File: config.mk
export PLATFORM = sky130hd
export DESIGN_NAME = sevseg_fx_engine_flat
export DESIGN_NICKNAME = d
export VERILOG_FILES = /design/src/rtl/sevseg_fx_pkg.sv /design/src/rtl/sevseg_fx_engine_if.sv /design/src/rtl/fx_prescaler.sv /design/src/rtl/sevseg_fx_engine.sv /design/src/flat_wrapper.sv
export SDC_FILE = /design/constraint.sdc
export NUM_CORES = 1
export LEC_CHECK = 0
export CAP_MARGIN = 40
export CORE_MARGIN = 4
export CORE_UTILIZATION = 49
export CTS_BUF_LIST = sky130_fd_sc_hd__clkbuf_16
export CTS_CLUSTER_DIAMETER = 150
export DETAILED_ROUTE_END_ITERATION = 12
export PLACE_DENSITY = 0.72
export SYNTH_ARGS = -nofsm -noshare
export SYNTH_HDL_FRONTEND = slang
export SYNTH_SLANG_ARGS = --single-unit
File: constraint.sdc
create_clock -name i_clk -period 3.5 [get_ports i_clk]
set_input_delay 0.7 -clock i_clk [delete_from_list [all_inputs] [get_ports i_clk]]
set_output_delay 0.7 -clock i_clk [all_outputs]
set_load 0.01 [all_outputs]
File: src/rtl/sevseg_fx_pkg.sv
// sevseg_fx_pkg: segment constants, sizes and the pattern ROM for the seven-segment effects engine.
package sevseg_fx_pkg;
    localparam int NUM_PATTERNS = 16;
    localparam int STEPS = 8;
    localparam int PAT_W = $clog2(NUM_PATTERNS);
    localparam int STEP_W = $clog2(STEPS);
    localparam logic [6:0] SEG_A = 7'h01;
    localparam logic [6:0] SEG_B = 7'h02;
    localparam logic [6:0] SEG_C = 7'h04;
    localparam logic [6:0] SEG_D = 7'h08;
    localparam logic [6:0] SEG_E = 7'h10;
    localparam logic [6:0] SEG_F = 7'h20;
    localparam logic [6:0] SEG_G = 7'h40;
    // Rows: chase, cw, ccw, snake, fill, scans, warns, pseudo-random variants.
    localparam logic [6:0] ROM [NUM_PATTERNS][STEPS] = '{
        '{SEG_A, SEG_B, SEG_C, SEG_D, SEG_E, SEG_F, SEG_G, 7'h00},
        '{SEG_A, SEG_B, SEG_C, SEG_D, SEG_E, SEG_F, SEG_A, SEG_B},
        '{SEG_A, SEG_F, SEG_E, SEG_D, SEG_C, SEG_B, SEG_A, SEG_F},
        '{SEG_A, SEG_B, SEG_G, SEG_E, SEG_D, SEG_C, SEG_G, SEG_F},
        '{7'h01, 7'h03, 7'h07, 7'h0F, 7'h1F, 7'h3F, 7'h7F, 7'h00},
        '{7'h01, 7'h40, 7'h08, 7'h40, 7'h01, 7'h40, 7'h08, 7'h00},
        '{7'h30, 7'h06, 7'h30, 7'h06, 7'h30, 7'h06, 7'h30, 7'h06},
        '{7'h7F, 7'h00, 7'h7F, 7'h00, 7'h7F, 7'h00, 7'h7F, 7'h00},
        '{7'h49, 7'h36, 7'h49, 7'h36, 7'h49, 7'h36, 7'h49, 7'h36},
        '{7'h5B, 7'h24, 7'h6D, 7'h12, 7'h3F, 7'h40, 7'h76, 7'h09},
        '{7'h33, 7'h4C, 7'h1E, 7'h61, 7'h07, 7'h78, 7'h55, 7'h2A},
        '{7'h03, 7'h06, 7'h0C, 7'h18, 7'h30, 7'h21, 7'h03, 7'h06},
        '{7'h09, 7'h12, 7'h24, 7'h09, 7'h12, 7'h24, 7'h09, 7'h12},
        '{7'h7F, 7'h3F, 7'h1F, 7'h0F, 7'h07, 7'h03, 7'h01, 7'h00},
        '{7'h40, 7'h49, 7'h7F, 7'h49, 7'h40, 7'h00, 7'h40, 7'h00},
        '{7'h2D, 7'h52, 7'h19, 7'h66, 7'h0B, 7'h74, 7'h3C, 7'h43}
    };
    function automatic logic [6:0] seg_lookup(input logic [PAT_W-1:0] p, input logic [STEP_W-1:0] s);
        return ROM[p][s];
    endfunction
endpackage

File: src/rtl/sevseg_fx_engine_if.sv
// sevseg_fx_engine_if: control inputs and display outputs of the effects engine.
interface sevseg_fx_engine_if #(parameter int PRESCALE_W = 8);
    logic                  i_en;
    logic [PRESCALE_W-1:0] i_div;
    logic [3:0]            i_sel;
    logic                  i_auto;
    logic [3:0]            i_repeat;
    logic                  i_reverse;
    logic                  i_invert;
    logic [6:0]            o_segment;
    logic                  o_dp;
    logic [2:0]            o_step;
    logic [3:0]            o_pattern;
    logic                  o_frame_done;
    modport master (output i_en, i_div, i_sel, i_auto, i_repeat, i_reverse, i_invert,
                    input o_segment, o_dp, o_step, o_pattern, o_frame_done);
    modport slave (input i_en, i_div, i_sel, i_auto, i_repeat, i_reverse, i_invert,
                   output o_segment, o_dp, o_step, o_pattern, o_frame_done);
endinterface

File: src/rtl/fx_prescaler.sv
// fx_prescaler: enable-gated divider producing one tick every i_div+1 enabled cycles.
module fx_prescaler #(parameter int PRESCALE_W = 8) (
    input  logic                  i_clk,
    input  logic                  i_rst,
    input  logic                  i_en,
    input  logic [PRESCALE_W-1:0] i_div,
    output logic                  o_tick
);
    logic [PRESCALE_W-1:0] cnt_q, cnt_d;
    // >= so that lowering i_div below the running count ticks at once
    always_comb begin
        o_tick = i_en && (cnt_q >= i_div);
        cnt_d = !i_en ? cnt_q : o_tick ? '0 : cnt_q + PRESCALE_W'(1);
    end
    always_ff @(posedge i_clk) begin
        if (i_rst) cnt_q <= '0;
        else cnt_q <= cnt_d;
    end
endmodule

File: src/rtl/sevseg_fx_engine.sv
// sevseg_fx_engine: seven-segment animation engine with frame-aligned pattern switching and auto-cycle.
module sevseg_fx_engine
    import sevseg_fx_pkg::*;
#(
    parameter int PRESCALE_W = 8
) (
    input logic i_clk,
    input logic i_rst,
    sevseg_fx_engine_if.slave bus
);
    logic              tick, wrap;
    logic [STEP_W-1:0] step_q, step_d;
    logic [PAT_W-1:0]  pattern_q, pattern_d;
    logic [3:0]        rep_q, rep_d;
    logic [6:0]        seg_q, seg_d;
    logic              dp_q, dp_d, fd_q, fd_d;
    fx_prescaler #(.PRESCALE_W(PRESCALE_W)) u_prescaler (
        .i_clk(i_clk), .i_rst(i_rst), .i_en(bus.i_en), .i_div(bus.i_div), .o_tick(tick)
    );
    always_comb begin
        wrap = tick && (bus.i_reverse ? step_q == '0 : step_q == STEP_W'(STEPS - 1));
        step_d = !tick ? step_q : bus.i_reverse ? step_q - STEP_W'(1) : step_q + STEP_W'(1);
        pattern_d = pattern_q;
        rep_d = rep_q;
        if (!bus.i_auto) begin
            rep_d = '0;
            pattern_d = wrap ? bus.i_sel : pattern_q;
        end else if (wrap) begin
            // >= so a lowered repeat count advances on the next wrap
            pattern_d = (rep_q >= bus.i_repeat) ? pattern_q + PAT_W'(1) : pattern_q;
            rep_d = (rep_q >= bus.i_repeat) ? '0 : rep_q + 4'd1;
        end
        dp_d = !bus.i_auto && (bus.i_sel != pattern_q);
        fd_d = wrap;
        seg_d = seg_lookup(pattern_q, step_q) ^ {7{bus.i_invert}};
    end
    always_ff @(posedge i_clk) begin
        if (i_rst) begin
            step_q <= '0;
            pattern_q <= '0;
            rep_q <= '0;
            seg_q <= '0;
            dp_q <= 1'b0;
            fd_q <= 1'b0;
        end else begin
            step_q <= step_d;
            pattern_q <= pattern_d;
            rep_q <= rep_d;
            seg_q <= seg_d;
            dp_q <= dp_d;
            fd_q <= fd_d;
        end
    end
    assign bus.o_segment = seg_q;
    assign bus.o_dp = dp_q;
    assign bus.o_step = step_q;
    assign bus.o_pattern = pattern_q;
    assign bus.o_frame_done = fd_q;
endmodule

File: src/flat_wrapper.sv
// flat-port wrapper written by rule: the top's interface ports become plain ports
module sevseg_fx_engine_flat import sevseg_fx_pkg::*;
#(
    parameter int PRESCALE_W = 8
)
  (i_clk, i_rst, bus_i_en, bus_i_div, bus_i_sel, bus_i_auto, bus_i_repeat, bus_i_reverse, bus_i_invert, bus_o_segment, bus_o_dp, bus_o_step, bus_o_pattern, bus_o_frame_done);
  sevseg_fx_engine_if #(.PRESCALE_W(PRESCALE_W)) bus_i ();
  input logic i_clk;
  input logic i_rst;
  input wire logic [$bits(bus_i.i_en)-1:0] bus_i_en;
  input wire logic [$bits(bus_i.i_div)-1:0] bus_i_div;
  input wire logic [$bits(bus_i.i_sel)-1:0] bus_i_sel;
  input wire logic [$bits(bus_i.i_auto)-1:0] bus_i_auto;
  input wire logic [$bits(bus_i.i_repeat)-1:0] bus_i_repeat;
  input wire logic [$bits(bus_i.i_reverse)-1:0] bus_i_reverse;
  input wire logic [$bits(bus_i.i_invert)-1:0] bus_i_invert;
  output wire logic [$bits(bus_i.o_segment)-1:0] bus_o_segment;
  output wire logic [$bits(bus_i.o_dp)-1:0] bus_o_dp;
  output wire logic [$bits(bus_i.o_step)-1:0] bus_o_step;
  output wire logic [$bits(bus_i.o_pattern)-1:0] bus_o_pattern;
  output wire logic [$bits(bus_i.o_frame_done)-1:0] bus_o_frame_done;
  assign bus_i.i_en = bus_i_en;
  assign bus_i.i_div = bus_i_div;
  assign bus_i.i_sel = bus_i_sel;
  assign bus_i.i_auto = bus_i_auto;
  assign bus_i.i_repeat = bus_i_repeat;
  assign bus_i.i_reverse = bus_i_reverse;
  assign bus_i.i_invert = bus_i_invert;
  assign bus_o_segment = bus_i.o_segment;
  assign bus_o_dp = bus_i.o_dp;
  assign bus_o_step = bus_i.o_step;
  assign bus_o_pattern = bus_i.o_pattern;
  assign bus_o_frame_done = bus_i.o_frame_done;
  sevseg_fx_engine #(.PRESCALE_W(PRESCALE_W)) u_core (.i_clk(i_clk), .i_rst(i_rst), .bus(bus_i));
endmodule
# After elaboration in Yosys (flattened, before gate mapping)
# Memories as Yosys holds them, arrays and structs flattened.
# Cells that the tools add are included.
# word_totals
regBits	28
rom_bits	896
in_bits	22
out_inout_bits	16
elab_cells	44
memories	1
# memory_table
name	depth	word_bits	rd	rd_clocked_by_memory_dff	write_ports	line	source
(name not given)	16	56	1	0	0	sevseg_fx_pkg.sv:34	return ROM[p][s];
# classes
addsub	5
order_cmp	4
n_eq_ne	3
mux	13
n_bitwise	4
reduce_logical	7
# ops
op	n
56-bit 2-to-1 mux	2
7-bit binary-select mux with 3-bit select	1
4-bit 2-to-1 mux	5
7-bit 2-to-1 mux	2
4-bit by 1-bit adder with 4-bit output (second input constant)	2
8-bit by 1-bit adder with 8-bit output (second input constant)	1
8-bit greater-or-equal comparator	1
8-bit 2-to-1 mux	1
7-bit bitwise XOR	1
5-bit greater-or-equal comparator (second input constant)	1
4-bit inverter with 5-bit output	1
4-bit greater-or-equal comparator	1
4-bit greater-or-equal comparator (second input constant)	1
4-bit != test	1
3-bit inverter with 4-bit output	1
3-bit by 1-bit adder with 3-bit output (second input constant)	1
3-bit == test (second input constant)	1
1-bit logical AND	3
3-bit zero test	1
3-bit 2-to-1 mux	1
3-bit by 1-bit subtractor with 3-bit output (second input constant)	1
2-bit by 1-bit != test with 1-bit output (second input constant)	1
2-bit AND reduction	1
2-bit OR reduction	1
3 further kinds	3

# Longest topological paths before layout
# logic_depth
ltp_word	8
depth_mapped	10
depth_no_buf	8

# Modules after synthesis
# From an unflattened synthesis, not the netlist that was laid out.
# hier_totals
hier_cells	393
area_unflattened_um2	2941.6
# by_module_without_submodules
module	instances	cells_per_inst	area_per_inst_um2	seq_area_each_um2
sevseg_fx_engine	1	326	2359.8	400.4
fx_prescaler	1	67	581.8	160.2

# Least setup slack after synthesis
# No wires, ideal clock.
# synth_path
path_type	flip-flop to flip-flop
startpoint	reg u_core.pattern_q[0] (netlist: u_core.bus.o_pattern[0])
endpoint	reg u_core.seg_q[1] (netlist: u_core.bus.o_segment[1])
setup_ps	72
arrival_time_ps	2257
required_time_ps	3428
path_slack_ps	1172
stages_incl_launch_ff	11
path_buffers	2
period_less_slack_ps	2328
cell_sequence	dfxtp_1 -> buf_2 -> inv_1 -> ha_1 -> buf_2 -> nand2_1 -> nand2_1 -> a211oi_1 -> nor4_1 -> a311oi_2 -> mux2i_1
# synth_via
elab_chain_len	8
# synth_rtl
element	line	source
from (decl)	sevseg_fx_engine.sv:13	logic [PAT_W-1:0] pattern_q, pattern_d;
from (signal assigned)	sevseg_fx_engine.sv:47	pattern_q <= pattern_d;
4-bit inverter with 5-bit output (implied by the code)	sevseg_fx_pkg.sv:34	
memory 16 x 56 bit	n/a	
56-bit 2-to-1 mux (implied by the code) (2 in a row)	sevseg_fx_pkg.sv:34	
7-bit binary-select mux with 3-bit select	sevseg_fx_pkg.sv:34	
7-bit 2-to-1 mux (implied by the code) (2 in a row)	sevseg_fx_pkg.sv:34	
7-bit bitwise XOR	sevseg_fx_engine.sv:35	seg_d = seg_lookup(pattern_q, step_q) ^ {7{bus.i_invert}};
to (signal assigned)	sevseg_fx_engine.sv:49	seg_q <= seg_d;
to (decl)	sevseg_fx_engine.sv:15	logic [6:0] seg_q, seg_d;
# No other way between the ends. The select of a mux whose other input is x is not followed.
# A chain may end at the register's enable or synchronous reset.

# Final worst setup path
# layout_path
startpoint	in bus_i_div[5]
endpoint	reg u_core.rep_q[3]
# layout_via
elab_chain_len	3
# layout_rtl
element	line	source
from (decl)	flat_wrapper.sv:11	input wire logic [$bits(bus_i.i_div)-1:0] bus_i_div;
8-bit greater-or-equal comparator	fx_prescaler.sv:12	o_tick = i_en && (cnt_q >= i_div);
1-bit logical AND	fx_prescaler.sv:12	
1-bit logical AND	sevseg_fx_engine.sv:21	wrap = tick && (bus.i_reverse ? step_q == '0 : step_q == STEP_W'(STEPS - 1));
to (signal assigned)	sevseg_fx_engine.sv:48	rep_q <= rep_d;
to (decl)	sevseg_fx_engine.sv:14	logic [3:0] rep_q, rep_d;
# No other way between the ends.

==> summary.txt <==
Logic synthesis
  • Most numerous cell in the Yosys netlist: nor2_1
  • Yosys Warn Count: 0
  • Top-area cell type share of the netlist area: 0.188
  • Top_reg_cell synth: dfxtp_1
  • Yosys cell types: 68
  • Syn nets: around 460
  • Yosys reg bits: 28
  • Mapped cell area: about 3000 sq um
  • Synth area leaders: dfxtp_1 (19%), ha_1 (10%), o21ai_0 (5.7%)
  • Sequential share of the synthesized area: 0.188
  • Syn avg cell area: about 7.3 sq um
  • Post-synth EDFFs: 0
  • Top cells by count, synth: nor2_1 (38), nand2_1 (37), o21ai_0 (34), dfxtp_1 (28)
  • FFs w/ async S/R, synth: 0
  • Synthesized instance count: ~410
  • Largest area contributor in the netlist: dfxtp_1

CTS
  • Max Root-Sink Buffers: 2
  • CTS hold repair buffers: 0
  • CTS tree: done
  • Skew-Pair Late Insertion Delay: about 0.27 ns
  • CTS buffer count: 3
  • Clock sink total: 28
  • CTS clk-pin slew, worst paths: 0.08 ns
  • Setup Fix Bufs, Post-CTS: 0
  • H-tree levels: 1
  • Root buffer cell: clkbuf_16
  • Post_cts resized: 0

Critical path
  • CP Class: in -> reg
  • Crit path DAT: roughly 2.9 ns
  • Max incr delay on CP: 0.50 ns
  • CP Launch Type: primary input
  • Crit path buffers/inverters: 2
  • Crit-path cells: clkdlybuf4s50_1, inv_1, ha_1, a21oi_1, o21ai_1, o221a_1, o21ai_2, or4_1, a21oi_1
  • Most used cell, CP: a21oi_1
  • Crit path max-delay family: compound AO/OA/AOI/OAI gates
  • Reg2reg path depth: 5
  • Worst endpoint required time: 3.71 ns
  • WP depth: 9
  • Crit end category: flop
  • Slowest stage cell, crit path: or4_1
  • Largest fanout on the critical path: 15

STA
  • Unrepaired setup endpoints after global routing: no
  • Worst Tran Pin Value: slightly below 0.9 ns
  • Fin crit period: between 2 and 3 ns
  • Fmax: between 300 and 400 MHz
  • Slew Limit Fails: 0
  • Hold slack: between 0.5 and 0.6 ns
  • Final Hold Viols: 0
  • Max-slew headroom: 0.403
  • Final clock skew: a little under 0.007 ns
  • Post-Route Setup TNS: 0 ns
  • Period utilization: 0.756
  • Setup Viol. Count Final: 0

Hold path
  • Hold depth: 2
  • HP Class: reg -> reg

Drt
  • Top sig layer: met4
  • Antenna Nets Post-Route: 0
  • Via total after detailed routing: 3,100
  • DRC violations left: 0
  • M1 WL: ~3.5 mm
  • Drt pass-1 iters: 5
  • 1st-iter DRT viols: 418
  • Wire length per cell: around 16 microns
  • Avg Vias per Cell: between 6 and 7
  • DRT Wirelength: just over 8 mm
  • WL met3: roughly 600 microns
  • WL met2: 3.82 mm

Floorplanning
  • Die Wd: 86.1 microns
  • Number of placed I/O pins: 38
  • Core Rows: 28
  • Core Region: 5920 sq um
  • Initial Utilization: 0.505
  • Die height: between 80 and 90 microns
  • Die ar.: between 7000 and 8000 sq um

Power and ir drop
  • Total power: roughly 770 uW
  • Pwr dens: approximately 220 nW/um^2
  • Max VDD drop: roughly 0.18 mV
  • Leak Pwr: ~0.0013 uW

Global route
  • Initial antenna violation count: 0
  • Vias in the first global route: between 2,000 and 3,000
  • First-pass GRT wire length: ~14 mm
  • Overflow after GRT: 0
  • GRT Total Usage: 0.226
  • Largest net degree at the start of global routing: 49

Placement
  • HPWL after DPL: ~6.0 mm
  • Placed cells: around 500
  • GPL Wtd Cong: 0.938
  • IO buf count: 37

Layout
  • Layout cells sized above 1: 0.0698
  • Fin nets: around 480
  • Final cell count without fillers: between 500 and 600
  • # fillers: slightly below 600
  • N_diodes: 0
  • Area growth syn-to-layout: 16.1%

Flow run
  • Max Cap Viol: 0

Run status
  • Status: completed
==> cell usage in the layout, fill, tap and decap left out, types with 4 or more instances in the layout <==
cell type | Yosys | routed
a311oi_1 | 5 | 5
o21ai_0 | 34 | 34
inv_1 | 24 | 24
nor2b_1 | 15 | 15
clkdlybuf4s50_1 | 0 | 37
buf_4 | 3 | 11
xor2_1 | 9 | 9
a31oi_1 | 6 | 6
nand3_1 | 11 | 11
ha_1 | 24 | 24
o31ai_1 | 5 | 5
nor2_1 | 38 | 38
a21oi_1 | 22 | 22
nor3_1 | 12 | 12
a211oi_1 | 6 | 6
xnor2_1 | 4 | 4
o211ai_1 | 6 | 6
nand2_1 | 37 | 37
and2_1 | 5 | 5
dfxtp_1 | 28 | 27
mux2i_1 | 11 | 11
nand2b_1 | 13 | 13
==> layer usage <==
metal | GRT usage | vias to the layer above
li1 | - | 1515
met1 | 0.288 | 1401
met2 | 0.370 | 153
met3 | 0.0317 | 31
met4 | 0.114 | 0
met5 | 0 | -
==> power by group <==
| part | switching, uW | leakage (uW) | internal (uW) |
|---|---|---|---|
| Sequential | 4.72 | 0.000229 | 326 |
| Combinational | 41.6 | 0.00105 | 50.5 |
| Clock | 120 | 0.0000511 | 228 |
==> layout make-up <==
type                    count  area, sq um  share of cell area
multi-input cells         325         2160               0.623
flip-flops and latches     28          562               0.162
repair buffers             48          453               0.130
inverters                  25         93.8              0.0270
well taps                  75         93.8              0.0270
clock buffers               3         75.1              0.0216
clock inverters             1         30.0             0.00865
==> tightest hold or removal path, cell delays in order (launching register included) <==
cell and delay (ns):
dfxtp_1 0.32, o21ai_0 0.07, a21oi_1 0.06
==> state kept, by name, indices dropped and copies added (netlist names) <==
register                  cells
u_core.bus.o_step             3
u_core.bus.o_pattern          4
u_core.bus.o_dp               1
u_core.rep_q                  4
u_core.bus.o_segment          7
u_core.bus.o_frame_done       1
u_core.u_prescaler.cnt_q      8
==> cells by family (layout without fill, tap and decap cells) <==
logic type / count (synthesis) / in the layout / share of synthesized area
AOI/OAI and AO/OA: 120 / 120 / 0.273
xor gates and xnor gates: 13 / 13 / 0.0381
buffers and inverters: 55 / 77 / 0.0887
and+or+nand+nor: 153 / 153 / 0.258
adders and majority gates: 25 / 25 / 0.107
muxes: 14 / 14 / 0.0481
DFF: 28 / 28 / 0.188
==> final timing paths <==
| kind | slack [ns] | startpoint | endpoint |
|---|---|---|---|
| worst max register to register | 0.92 | u_core.bus.o_step[0] | u_core.bus.o_step[2] |
| worst min-delay path | 0.51 | u_core.rep_q[3] | u_core.rep_q[3] |
| worst min register to register | 0.51 | u_core.rep_q[3] | u_core.rep_q[3] |
| worst max-delay path | 0.85 | bus_i_div[5] | u_core.rep_q[3] |
==> metrics by stage <==
step / utilization / cell area (sq um) / setup slack, ns
2_1_floorplan: - / 2990 / 1.17
3_3_place_gp: 0.568 / 3370 / 0.616
3_5_place_dp: 0.568 / 3370 / 0.565
4_1_cts: 0.586 / 3470 / 0.845
5_1_grt: 0.586 / 3470 / 0.675
6_report: 0.586 / 3470 / 0.854
No activity file was read; power rests on OpenSTA's default activity.
